**config.mk**
```make
export PLATFORM = sky130hd
export DESIGN_NAME = vga_char_timing_flat
export DESIGN_NICKNAME = d
export VERILOG_FILES = /design/src/rtl/vga_timing_pkg.sv /design/src/rtl/vga_char_timing_if.sv /design/src/rtl/vga_delay_pipe.sv /design/src/rtl/vga_char_timing.sv /design/src/flat_wrapper.sv
export SDC_FILE = /design/constraint.sdc
export NUM_CORES = 1
export LEC_CHECK = 0
export ABC_AREA = 1
export CORE_ASPECT_RATIO = 0.8
export CORE_MARGIN = 4
export CORE_UTILIZATION = 57
export DETAILED_ROUTE_END_ITERATION = 8
export MAX_ROUTING_LAYER = met4
export PLACE_DENSITY = 0.83
export SLEW_MARGIN = 20
export SYNTH_ARGS = -nofsm -noshare
export SYNTH_HDL_FRONTEND = slang
export SYNTH_SLANG_ARGS = --single-unit
```
**constraint.sdc**
```tcl
create_clock -name pixel_clock -period 2.92 [get_ports pixel_clock]
set_input_delay 0.438 -clock pixel_clock [delete_from_list [all_inputs] [get_ports pixel_clock]]
set_output_delay 0.438 -clock pixel_clock [all_outputs]
set_load 0.05 [all_outputs]
```
**src/rtl/vga_timing_pkg.sv**
```systemverilog
// Shared 640x480@60 timing constants, character-cell geometry and the
// scan status bundle carried through the colour-alignment pipe.
package vga_timing_pkg;

  localparam int H_ACTIVE = 640;
  localparam int H_FP     = 16;
  localparam int H_SYNC   = 96;
  localparam int H_BP     = 48;
  localparam int V_ACTIVE = 480;
  localparam int V_FP     = 10;
  localparam int V_SYNC   = 2;
  localparam int V_BP     = 33;

  localparam int H_TOTAL  = H_ACTIVE + H_FP + H_SYNC + H_BP;
  localparam int V_TOTAL  = V_ACTIVE + V_FP + V_SYNC + V_BP;

  localparam int PIPE_LAT          = 2;
  localparam logic SYNC_ACTIVE     = 1'b0;

  localparam int CNT_W     = 10;
  localparam int CELL      = 8;
  localparam int CELL_BITS = 3;
  localparam int COORD_W   = CNT_W - CELL_BITS;

  typedef struct packed {
    logic active;
    logic hs;
    logic vs;
    logic fs;
  } scan_status_t;

  localparam scan_status_t STATUS_IDLE = '{active: 1'b0, hs: 1'b0, vs: 1'b0, fs: 1'b0};

  function automatic logic in_window(input int pos, input int lo, input int len);
    return (pos >= lo) && (pos < lo + len);
  endfunction

endpackage

```
**src/rtl/vga_char_timing_if.sv**
```systemverilog
// Character-coordinate bus to the display block and its returned colour bits.
interface vga_char_timing_if;
  import vga_timing_pkg::*;

  logic [COORD_W-1:0]   char_column;
  logic [COORD_W-1:0]   char_line;
  logic [CELL_BITS-1:0] subchar_line;
  logic [CELL_BITS-1:0] subchar_pixel;
  logic                 vga_red_data;
  logic                 vga_green_data;
  logic                 vga_blue_data;

  modport master (
    output char_column, char_line, subchar_line, subchar_pixel,
    input  vga_red_data, vga_green_data, vga_blue_data
  );

  modport slave (
    input  char_column, char_line, subchar_line, subchar_pixel,
    output vga_red_data, vga_green_data, vga_blue_data
  );
endinterface

```
**src/rtl/vga_delay_pipe.sv**
```systemverilog
// WIDTH x DEPTH shift register; every stage loads rst_val on synchronous reset.
module vga_delay_pipe #(
  parameter int WIDTH = 4,
  parameter int DEPTH = 2
) (
  input  logic             clk,
  input  logic             rst,
  input  logic [WIDTH-1:0] rst_val,
  input  logic [WIDTH-1:0] din,
  output logic [WIDTH-1:0] dout
);

  logic [WIDTH-1:0] stage_q [DEPTH];
  logic [WIDTH-1:0] stage_d [DEPTH];

  always_comb begin
    stage_d[0] = din;
    for (int i = 1; i < DEPTH; i++) begin
      stage_d[i] = stage_q[i-1];
    end
  end

  always_ff @(posedge clk) begin
    if (rst) begin
      for (int i = 0; i < DEPTH; i++) begin
        stage_q[i] <= rst_val;
      end
    end else begin
      for (int i = 0; i < DEPTH; i++) begin
        stage_q[i] <= stage_d[i];
      end
    end
  end

  assign dout = stage_q[DEPTH-1];

endmodule

```
**src/rtl/vga_char_timing.sv**
```systemverilog
// VGA scan timing: free-running counters, character coordinates to the display
// block, and registered colour re-aligned with sync/blanking at the pins.
module vga_char_timing #(
  parameter int   H_ACTIVE    = vga_timing_pkg::H_ACTIVE,
  parameter int   H_FP        = vga_timing_pkg::H_FP,
  parameter int   H_SYNC      = vga_timing_pkg::H_SYNC,
  parameter int   H_BP        = vga_timing_pkg::H_BP,
  parameter int   V_ACTIVE    = vga_timing_pkg::V_ACTIVE,
  parameter int   V_FP        = vga_timing_pkg::V_FP,
  parameter int   V_SYNC      = vga_timing_pkg::V_SYNC,
  parameter int   V_BP        = vga_timing_pkg::V_BP,
  parameter int   PIPE_LAT    = vga_timing_pkg::PIPE_LAT,
  parameter logic SYNC_ACTIVE = vga_timing_pkg::SYNC_ACTIVE
) (
  input  logic              pixel_clock,
  input  logic              reset,
  vga_char_timing_if.master disp,
  output logic              vga_red,
  output logic              vga_green,
  output logic              vga_blue,
  output logic              vga_hsync,
  output logic              vga_vsync,
  output logic              video_active,
  output logic              frame_start
);
  import vga_timing_pkg::*;

  localparam int H_TOT = H_ACTIVE + H_FP + H_SYNC + H_BP;
  localparam int V_TOT = V_ACTIVE + V_FP + V_SYNC + V_BP;

  logic [CNT_W-1:0]     h_count_q, h_count_d;
  logic [CNT_W-1:0]     v_count_q, v_count_d;
  logic                 h_wrap_s;
  logic [COORD_W-1:0]   col_q, col_d, row_q, row_d;
  logic [CELL_BITS-1:0] spx_q, spx_d, sln_q, sln_d;
  scan_status_t         st0_q, st0_d, st_dly_s;
  logic                 red_q, red_d, green_q, green_d, blue_q, blue_d;
  logic                 hsync_q, hsync_d, vsync_q, vsync_d;
  logic                 active_q, active_d, fs_q, fs_d;

  // v_count only advances on the h_count wrap, so vsync edges fall on line boundaries
  always_comb begin
    h_wrap_s  = (int'(h_count_q) == H_TOT - 1);
    h_count_d = h_count_q + 1'b1;
    v_count_d = v_count_q;
    if (h_wrap_s) begin
      h_count_d = '0;
      if (int'(v_count_q) == V_TOT - 1) begin
        v_count_d = '0;
      end else begin
        v_count_d = v_count_q + 1'b1;
      end
    end else begin
      v_count_d = v_count_q;
    end

    col_d = h_count_q[CNT_W-1:CELL_BITS];
    spx_d = h_count_q[CELL_BITS-1:0];
    row_d = v_count_q[CNT_W-1:CELL_BITS];
    sln_d = v_count_q[CELL_BITS-1:0];

    st0_d.active = (int'(h_count_q) < H_ACTIVE) && (int'(v_count_q) < V_ACTIVE);
    st0_d.hs     = in_window(int'(h_count_q), H_ACTIVE + H_FP, H_SYNC);
    st0_d.vs     = in_window(int'(v_count_q), V_ACTIVE + V_FP, V_SYNC);
    st0_d.fs     = (h_count_q == '0) && (v_count_q == '0);
  end

  always_ff @(posedge pixel_clock) begin
    if (reset) begin
      h_count_q <= '0;
      v_count_q <= '0;
      col_q     <= '0;
      row_q     <= '0;
      spx_q     <= '0;
      sln_q     <= '0;
      st0_q     <= STATUS_IDLE;
    end else begin
      h_count_q <= h_count_d;
      v_count_q <= v_count_d;
      col_q     <= col_d;
      row_q     <= row_d;
      spx_q     <= spx_d;
      sln_q     <= sln_d;
      st0_q     <= st0_d;
    end
  end

  // Status emerges from the pipe in the same cycle the display returns its colour
  vga_delay_pipe #(
    .WIDTH ($bits(scan_status_t)),
    .DEPTH (PIPE_LAT)
  ) u_status_pipe (
    .clk     (pixel_clock),
    .rst     (reset),
    .rst_val (STATUS_IDLE),
    .din     (st0_q),
    .dout    (st_dly_s)
  );

  always_comb begin
    red_d    = disp.vga_red_data   & st_dly_s.active;
    green_d  = disp.vga_green_data & st_dly_s.active;
    blue_d   = disp.vga_blue_data  & st_dly_s.active;
    hsync_d  = st_dly_s.hs ? SYNC_ACTIVE : ~SYNC_ACTIVE;
    vsync_d  = st_dly_s.vs ? SYNC_ACTIVE : ~SYNC_ACTIVE;
    active_d = st_dly_s.active;
    fs_d     = st_dly_s.fs;
  end

  always_ff @(posedge pixel_clock) begin
    if (reset) begin
      red_q    <= 1'b0;
      green_q  <= 1'b0;
      blue_q   <= 1'b0;
      hsync_q  <= ~SYNC_ACTIVE;
      vsync_q  <= ~SYNC_ACTIVE;
      active_q <= 1'b0;
      fs_q     <= 1'b0;
    end else begin
      red_q    <= red_d;
      green_q  <= green_d;
      blue_q   <= blue_d;
      hsync_q  <= hsync_d;
      vsync_q  <= vsync_d;
      active_q <= active_d;
      fs_q     <= fs_d;
    end
  end

  assign disp.char_column   = col_q;
  assign disp.char_line     = row_q;
  assign disp.subchar_pixel = spx_q;
  assign disp.subchar_line  = sln_q;
  assign vga_red            = red_q;
  assign vga_green          = green_q;
  assign vga_blue           = blue_q;
  assign vga_hsync          = hsync_q;
  assign vga_vsync          = vsync_q;
  assign video_active       = active_q;
  assign frame_start        = fs_q;

endmodule

```
**src/flat_wrapper.sv**
```systemverilog
// flat-port wrapper written by rule: the top's interface ports become plain ports
module vga_char_timing_flat import vga_timing_pkg::*;
#(
  parameter int   H_ACTIVE    = vga_timing_pkg::H_ACTIVE,
  parameter int   H_FP        = vga_timing_pkg::H_FP,
  parameter int   H_SYNC      = vga_timing_pkg::H_SYNC,
  parameter int   H_BP        = vga_timing_pkg::H_BP,
  parameter int   V_ACTIVE    = vga_timing_pkg::V_ACTIVE,
  parameter int   V_FP        = vga_timing_pkg::V_FP,
  parameter int   V_SYNC      = vga_timing_pkg::V_SYNC,
  parameter int   V_BP        = vga_timing_pkg::V_BP,
  parameter int   PIPE_LAT    = vga_timing_pkg::PIPE_LAT,
  parameter logic SYNC_ACTIVE = vga_timing_pkg::SYNC_ACTIVE
)
  (pixel_clock, reset, vga_red, vga_green, vga_blue, vga_hsync, vga_vsync, video_active, frame_start, disp_char_column, disp_char_line, disp_subchar_line, disp_subchar_pixel, disp_vga_red_data, disp_vga_green_data, disp_vga_blue_data);
  vga_char_timing_if disp_i ();
  input  logic pixel_clock;
  input  logic reset;
  output logic vga_red;
  output logic vga_green;
  output logic vga_blue;
  output logic vga_hsync;
  output logic vga_vsync;
  output logic video_active;
  output logic frame_start;
  output wire logic [$bits(disp_i.char_column)-1:0] disp_char_column;
  output wire logic [$bits(disp_i.char_line)-1:0] disp_char_line;
  output wire logic [$bits(disp_i.subchar_line)-1:0] disp_subchar_line;
  output wire logic [$bits(disp_i.subchar_pixel)-1:0] disp_subchar_pixel;
  input wire logic [$bits(disp_i.vga_red_data)-1:0] disp_vga_red_data;
  input wire logic [$bits(disp_i.vga_green_data)-1:0] disp_vga_green_data;
  input wire logic [$bits(disp_i.vga_blue_data)-1:0] disp_vga_blue_data;
  assign disp_char_column = disp_i.char_column;
  assign disp_char_line = disp_i.char_line;
  assign disp_subchar_line = disp_i.subchar_line;
  assign disp_subchar_pixel = disp_i.subchar_pixel;
  assign disp_i.vga_red_data = disp_vga_red_data;
  assign disp_i.vga_green_data = disp_vga_green_data;
  assign disp_i.vga_blue_data = disp_vga_blue_data;
  vga_char_timing #(.H_ACTIVE(H_ACTIVE), .H_FP(H_FP), .H_SYNC(H_SYNC), .H_BP(H_BP), .V_ACTIVE(V_ACTIVE), .V_FP(V_FP), .V_SYNC(V_SYNC), .V_BP(V_BP), .PIPE_LAT(PIPE_LAT), .SYNC_ACTIVE(SYNC_ACTIVE)) u_core (.pixel_clock(pixel_clock), .reset(reset), .disp(disp_i), .vga_red(vga_red), .vga_green(vga_green), .vga_blue(vga_blue), .vga_hsync(vga_hsync), .vga_vsync(vga_vsync), .video_active(video_active), .frame_start(frame_start));
endmodule
```
# [Word level (Yosys, flattened, before mapping)]
# Memory sizes are Yosys's and may differ from the RTL's.
# Index checks and enable logic that the tools add are counted.
[totals] memories=1 ff_bits=51 ramBits=8 elab_cells=48
[mem_list] name="u_core.u_status_pipe.stage_q" words=2 width=4 rd=2 rd_clocked_by_memory_dff=0 wr=2 line="vga_delay_pipe.sv:13" rtl="logic [WIDTH-1:0] stage_q [DEPTH];"
[classes] n_bitwise=5 mux=8 add_sub_neg=2 n_reduce_logical=7 eq_ne=2 magnitude_cmp=6
[op_table] op="adder 10 x 1 -> 10 bit (second input constant)" n=2
[op_table] op="zero test 10 bit" n=2
[op_table] op="less-than comparator 10 bit (second input constant)" n=2
[op_table] op="less-than comparator 10 x 9 -> 1 bit (second input constant)" n=2
[op_table] op="equality test 10 bit (second input constant)" n=1
[op_table] op="equality test 10 x 9 -> 1 bit (second input constant)" n=1
[op_table] op=">= comparator 10 bit (second input constant)" n=1
[op_table] op=">= comparator 10 x 9 -> 1 bit (second input constant)" n=1
[op_table] op="2-to-1 mux 10 bit" n=1
[op_table] op="2-to-1 mux 4 bit" n=2
[op_table] op="2-to-1 mux 1 bit" n=5
[op_table] op="logical AND 1 bit" n=4
[op_table] op="AND 1 bit" n=3
[op_table] op="bitwise OR 1 bit" n=2
[op_table] op="OR reduction 2 bit" n=1

# [Logic depth before layout (Yosys ltp)]
[logic_depth] word_depth=3 ltp_mapped=9 mapped_depth_nobuf=9

# [Hierarchy]
# Synthesis repeated with hierarchy kept, for this count alone.
[unflattened] hier_cells=286 area_unflattened_um2=2252.2
[modules_own_cells] module="vga_char_timing" seq_area_each_um2=1021.0 area_per_inst_um2=2013.2 instances=1 cells_each=257
[modules_own_cells] module="vga_delay_pipe" seq_area_each_um2=160.2 area_per_inst_um2=239.0 instances=1 cells_each=29

# [Least setup slack after synthesis]
# Ideal clock, no wire load.
[synth_timing] kind="register -> register" startpoint="register u_core.h_count_q[0]" endpoint="register u_core.v_count_q[9]" path_slack_ns=1.651 stages_incl_launch_ff=9 t_arrival_ns=1.156 setup_ns=0.113 t_required_ns=2.807 synth_period_minus_slack_ns=1.269 cell_sequence="dfxtp_1 -> ha_1 -> nand3_2 -> inv_1 -> nand3_2 -> nand2_4 -> nand2_4 -> nand2_1 -> nor2_1"
[synth_between] elab_chain_len=1
[synth_lines] element="from (decl)" line="vga_char_timing.sv:31" rtl="logic [CNT_W-1:0] h_count_q, h_count_d;"
[synth_lines] element="from (signal assigned)" line="vga_char_timing.sv:78" rtl="h_count_q <= h_count_d;"
[synth_lines] element="equality test 10 x 9 -> 1 bit" line="vga_char_timing.sv:43" rtl="h_wrap_s = (int'(h_count_q) == H_TOT - 1);"
[synth_lines] element="to (signal assigned)" line="vga_char_timing.sv:79" rtl="v_count_q <= v_count_d;"
[synth_lines] element="to (decl)" line="vga_char_timing.sv:32" rtl="logic [CNT_W-1:0] v_count_q, v_count_d;"
# No other way between the ends.
# A chain may end at the register's enable or synchronous reset.

# [Worst setup path after layout]
[layout_timing] startpoint="register u_core.spx_q[1] (netlist: u_core.disp.subchar_pixel[1])" endpoint="output disp_subchar_pixel[1]"
[layout_rtl] element="from (decl)" line="vga_char_timing.sv:35" rtl="logic [CELL_BITS-1:0] spx_q, spx_d, sln_q, sln_d;"
[layout_rtl] element="from (signal assigned)" line="vga_char_timing.sv:82" rtl="spx_q <= spx_d;"
[layout_rtl] element="to (decl)" line="flat_wrapper.sv:29" rtl="output wire logic [$bits(disp_i.subchar_pixel)-1:0] disp_subchar_pixel;"
# No word-level cell between the ends.

==> summary.md <==
| Metric | Value |
|---|---|
| Outcome | finished, final reports clean |
| Vias in the first global route | between 1500 and 2000 |
| Clock network power share | approximately 48% |
| Flop pwr share | 48.7% |
| Area of the mapped netlist | about 2200 µm² |
| GRT Overall Usage | 20.6% |
| Port Buffers | 31 |
| CTS sink cnt | just under 60 |
| Layout area overhead | 26.4% |
| Clock latency on the worst-skew pair | between 300 and 400 ps |
| Final WS setup | 1020 ps |
| Hold WC Path Type | register to register |
| Syn Nets | roughly 290 |
| Leakage power | around 1.2 nW |
| Combinational share of power | about 3.6% |
| Routability cong. | 0.913 |
| RSZ-0062 raised after global routing | no |
| Diodes inserted | 0 |
| Core ar. | ~3500 µm² |
| Slew headroom | roughly two thirds |
| Max stage delay on crit path | roughly 800 ps |
| Final Max Tran Viols | 0 |
| Clk_skew | between 10 and 15 ps |
| Largest net degree at the start of global routing | 37 |
| Die width | ~77 µm |
| Synthesis Warnings | 0 |
| Clock Pin Slew Worst Setup and Hold Paths | about 70 ps |
| Final setup fails | 0 |
| Cell Rows | 19 |
| CP Capture Type | primary output |
| Initial core utilization | between 60% and 70% |
| Max Cap Violations | 0 |
| Drt wl/cell | 11.8 µm |
| Die height | about 63 µm |
| Unique masters post-synth | 21 |
| Post-CTS Setup Repair Bufs | 0 |
| Placement Cell Area | around 2500 µm² |
| Hpwl dp | between 3000 and 4000 µm |
| CP Cell Sequence | clkdlybuf4s50_1 |
| Max IR drop VDD | 485 µV |
| Max clock buf depth | 2 |
| Via count | 1800 |
| Final Util | 77.5% |
| DRT iter0 DRCs | 95 |
| GRT Residual Overflow | 0 |
| Layout cells sized above 1 | 7.72% |
| Switching power total | approximately 350 µW |
| H-tree levels | 3 |
| Worst-Margin Slew | approximately 510 ps |
| Crit path buf inv count | 1 |
| Worst Path Max Fanout | 1 |
| Worst setup SP type | register |
| I/O pin count | 32 |
| Via-to-Cell Ratio | roughly 4.9 |
| First-pass GRT wire length | between 7000 and 8000 µm |
| Delay-heaviest family, CP | buffers and inverters |
| Setup CP Type | register to primary output |
| Nets@finish | roughly 330 |
| DP Worst Slack | around 1300 ps |
| #FFs+latches synth | 59 |
| Total length of routed wires | between 4000 and 5000 µm |
| CTS root buffer | clkbuf_8 |
| TritonCTS clock tree | done |
| Cells after synthesis | between 200 and 300 |
| CP Data Required Time | around 2500 ps |
| Hold Fails Final Rpt | 0 |
| Post-route cell area | around 2700 µm² |
| Num CTS Buffers | 9 |
| First-pass iteration count of the detailed router | 4 |
| F_max | roughly 530 MHz |
| Hold-fix buffers at CTS | 0 |
| Antenna Nets Post-Route | 0 |
| Pwr per Cell Area | between 600 and 700 nW/µm² |
| Die area | 4870 µm² |
| DRC Markers | 0 |
| Power Internal | between 1 and 1.5 mW |
| Initial antenna violation count | 0 |
| Final Cycle Share | around two thirds |
| # resized after CTS | 0 |
| Switching share of power | around a fifth |
| Seq/Total Area, Yosys | a little over half |
| TNS Setup | 0 ps |
| Arr. time, crit path | 1460 ps |
| Fillers | 257 |
| Slowest stage cell, crit path | clkdlybuf4s50_1 |
| Final Critical Period | 1900 ps |
| Avg Inst Size Synth | just under 8 µm² |
-- final timing paths --
check	to	slack [ps]	cells after the start	startpoint
worst max register to register	u_core.v_count_q[8]$_SDFFE_PP0N_	1440	8	u_core.h_count_q[0]$_SDFF_PP0_
worst max-delay path	disp_subchar_pixel[1]	1020	1	u_core.disp.subchar_pixel[1]$_SDFF_PP0_
worst min-delay path	u_core.vga_vsync$_SDFF_PP1_	380	1	u_core.u_status_pipe.stage_q[0][5]$_SDFF_PP0_
worst min register to register	u_core.vga_vsync$_SDFF_PP1_	380	1	u_core.u_status_pipe.stage_q[0][5]$_SDFF_PP0_
-- stage by stage --
step | hold WS (ps) | power (mW) | instances
finish | 380 | 1.69 | 366
global route | 391 | 1.77 | 366
CTS | 379 | 1.71 | 366
detailed placement | 357 | 0.903 | 350
global placement | 355 | 0.901 | 350
floorplan | 352 | 0.882 | 280
-- cell usage in the layout, fill, tap and decap left out, drive strengths merged --
cell type and instances:
xnor2 1, nor3 6, nand3 18, clkinv 2, ha 4, clkbuf 12
buf 1, nand2 55, a21oi 6, inv 41, nor2 73, nand4 8
dfxtp 59, o21ai 2, clkdlybuf4s50 31, bufinv 2, xor2 3
-- cell usage after synthesis --
cell	instances	area share, %
nand4_2	1	0.58
o21ai_0	2	0.46
nor3_1	6	1.4
nand3_2	2	0.92
dfxtp_1	59	54
nor2_1	71	12
buf_2	1	0.23
nor2_4	1	0.52
nand2_4	2	1.0
ha_1	4	2.3
xor2_1	3	1.2
nand3_1	16	3.7
nand2_2	1	0.29
buf_1	3	0.52
nand4_1	7	2.0
nand2_1	52	9.0
a21oi_1	6	1.4
inv_1	39	6.7
nor2_2	1	0.29
xnor2_1	1	0.40
inv_2	2	0.35
-- state kept, by name (all words and copies together) (netlist names) --
register / cells
u_core.h_count_q: 10
u_core.v_count_q: 10
u_core.u_status_pipe.stage_q: 8
u_core.disp.char_column: 7
u_core.disp.char_line: 7
u_core.st0_q: 4
u_core.disp.subchar_line: 3
u_core.disp.subchar_pixel: 3
u_core.frame_start: 1
u_core.vga_blue: 1
u_core.vga_green: 1
u_core.vga_hsync: 1
u_core.vga_red: 1
u_core.vga_vsync: 1
u_core.video_active: 1
-- layout make-up --
cell class,count,area [µm²],area share [%]
timing repair buffer,32,318,11.6
clock inverter,4,73.8,2.69
clock buffer,12,145,5.29
sequential,59,1180,43.0
multi-input combinational,176,820,29.9
inverter,41,154,5.61
tap,42,52.6,1.92
-- power groups by stage --
stage | registers [mW] | clock network (mW) | logic [mW]
floorplan | 0.853 | 0 | 0.0293
global placement | 0.841 | 0 | 0.0598
finish | 0.824 | 0.807 | 0.0615
detailed placement | 0.842 | 0 | 0.0616
global route | 0.825 | 0.874 | 0.0696
CTS | 0.824 | 0.825 | 0.0622
-- cells by family (layout without fill, tap and decap cells) --
kind of cell / Yosys count / after routing / share of synthesized area (%)
AND/OR/NAND/NOR: 160 / 160 / 32.0
flip-flops: 59 / 59 / 54.4
buffers and inverters: 45 / 89 / 7.84
AO/OA/AOI/OAI: 8 / 8 / 1.84
adder cells (fa/ha/maj): 4 / 4 / 2.31
XOR/XNOR: 4 / 4 / 1.61
-- per-layer routing --
metal / track usage [%] / vias to the layer above / share of wire [%]
li1: - / 934 / -
met1: 26.4 / 798 / 48
met2: 28.6 / 60 / 43
met3: 10.3 / 8 / 7.1
met4: 6.22 / 0 / 1.3
met5: - / - / 0
No activity file was read; power rests on OpenSTA's default activity.
==> RTL edit (same settings) <==
Reset style: asynchronous (`reset`), changed in 2 clocked blocks. Comments in the files are not updated.
--- a/src/rtl/vga_char_timing.sv
+++ b/src/rtl/vga_char_timing.sv
@@ -65,7 +65,7 @@
     st0_d.fs     = (h_count_q == '0) && (v_count_q == '0);
   end
 
-  always_ff @(posedge pixel_clock) begin
+  always_ff @(posedge pixel_clock or posedge reset) begin
     if (reset) begin
       h_count_q <= '0;
       v_count_q <= '0;
@@ -107,7 +107,7 @@
     fs_d     = st_dly_s.fs;
   end
 
-  always_ff @(posedge pixel_clock) begin
+  always_ff @(posedge pixel_clock or posedge reset) begin
     if (reset) begin
       red_q    <= 1'b0;
       green_q  <= 1'b0;
Check against the original RTL: differs if reset is asserted again (counterexample within 4 cycles, from zero or initial values and one cycle with reset high); with reset held inactive, the same outputs for 10 cycles.
==> RTL edit against the unedited design <==
  * Area after synthesis increased by 4.3%
  * Register-to-register slack lost 0.21 ns
  * Clock skew down 0.0054 ns
  * Count of clock-buffer cells in the layout shrank 1
  * Largest power group unchanged
  * Worst setup slack got worse by 0.17 ns
  * Final area rose by 2.4%
  * Power down 14%
  * Sequential cell count unchanged
  * Wire length is 9.7% lower
==> RTL edit: results (changes against the unedited design) <==
[outcome]
outcome=finished, final reports clean  ; unchanged

[route]
wl_per_cell_microns=11.8  ; about the same
vias_per_cell=4.85  ; was 4.92
first_iter_violations=86  ; was 95
wl_met3_microns=289  ; was 308 microns
dr_wl_met2_microns=1840  ; was 1880 microns
met1Wirelength_microns=1720  ; was 2070 microns

[global_routing]
grt_max_degree=31  ; was 37
grt_pass1_wl_microns=6960  ; was 7630 microns
grt_use_met1_pct=22.2  ; was 26.4%
grt_pass1_vias=1573  ; was 1707
use_met2_pct=28.8  ; was 28.6%
grt_usage_pct=19.2  ; was 20.6%
met3_usage_pct=8.73  ; was 10.3%
overflow=0  ; unchanged

[timing]
max_slew_margin_pct=66.6  ; was 66.0%
period_needed_ns=2.07  ; was 1.90 ns
worst_clock_skew_ns=0.00508  ; was 0.0105 ns

[place]
gp_congestion=0.842  ; was 0.913
place_area_sq_um=2650  ; was 2520 sq um
hpwl_microns=2720  ; was 3030 microns

[critical_path]
worst_r2r_endpoint=u_core.v_count_q[8]  ; unchanged
crit_arrival_ns=1.63  ; was 1.46 ns
rr_worst_depth=7  ; was 8
reg2reg_from=u_core.h_count_q[0]  ; unchanged
rrSetupSlack_ns=1.23  ; was 1.44 ns

[logic_synthesis]
synth_cell_type_count=22  ; was 21
synth_common_cells=49 x dfrtp_1, 44 x inv_1, 32 x nand2_1, 28 x nor2_1, 20 x nand3_1  ; was 71 x nor2_1, 59 x dfxtp_1, 52 x nand2_1, 39 x inv_1, 16 x nand3_1
synth.net_count=237  ; was 289
yosysWarningCount=0  ; unchanged
ys_seq_area_share_pct=63.5  ; was 54.4%

[layout]
postLayoutCellArea_sq_um=2810  ; was 2740 sq um
final_nets=278  ; was 328
drive_gt1_share_pct=10.6  ; was 7.72%
n_fill_cell=293  ; was 257

[power_and_ir_drop]
p_leak_nw=1.37  ; was 1.17 nW
vdd_drop_max_mv=0.390  ; was 0.485 mV

[worst_hold_path]
hold_class=reg -> reg  ; unchanged
min-delay-start=u_core.u_status_pipe.stage_q[0][4]  ; was u_core.u_status_pipe.stage_q[0][5]
hold-path-endpoint=u_core.frame_start  ; was u_core.vga_vsync
hold_depth=0  ; was 1

## RTL edit: changes by cell type after synthesis, sizes merged, moves of 4 or more
cell,unedited run,this run
nand2,55,35
dfxtp,59,8
a21oi,6,2
dfrtp,0,49
xor2,3,9
nor2,73,34
## RTL edit: how the worst max path moves through the flow
stage	from	depth (start not counted)	end
2_1_floorplan	reset	2	u_core.disp.char_column[0]
3_3_place_gp	u_core.vga_vsync	1	vga_vsync
3_5_place_dp	u_core.vga_hsync	1	vga_hsync
4_1_cts	u_core.vga_hsync	1	vga_hsync
5_1_grt	u_core.vga_vsync	1	vga_vsync
6_report	u_core.vga_hsync	1	vga_hsync
## RTL edit: power by group
| group | internal (W) | leakage (nW) | switching (W) |
|---|---|---|---|
| combinational | 0.0000122 | 0.547 | 0.0000255 |
| clock | 0.000302 | 0.0791 | 0.000292 |
| sequential | 0.000820 | 0.739 | 0.00000123 |
| total | 0.00113 | 1.37 | 0.000319 |
## RTL edit: cell type report
class | instances | share of cell area (%)
clock buffer | 11 | 4.67
multi-input combinational | 123 | 23.0
clock inverter | 5 | 1.07
sequential | 59 | 51.2
tap | 55 | 2.45
timing repair buffer | 32 | 11.8
inverter | 44 | 5.88
## RTL edit: kinds of logic after synthesis
logic type | synth area share [%]
adder cells (fa/ha/maj) | 2.21
XOR/XNOR | 3.48
flip-flops | 63.5
AO/OA/AOI/OAI | 1.60
buffers and inverters | 7.96
AND/OR/NAND/NOR | 21.2
## RTL edit: per-stage QoR
step	hold slack, ns	total power, W	instances
finish	0.337	0.00145	329
global placement	0.318	0.000875	313
detailed placement	0.332	0.000875	313
CTS	0.341	0.00148	329
floorplan	0.316	0.000858	228
global route	0.345	0.00152	329
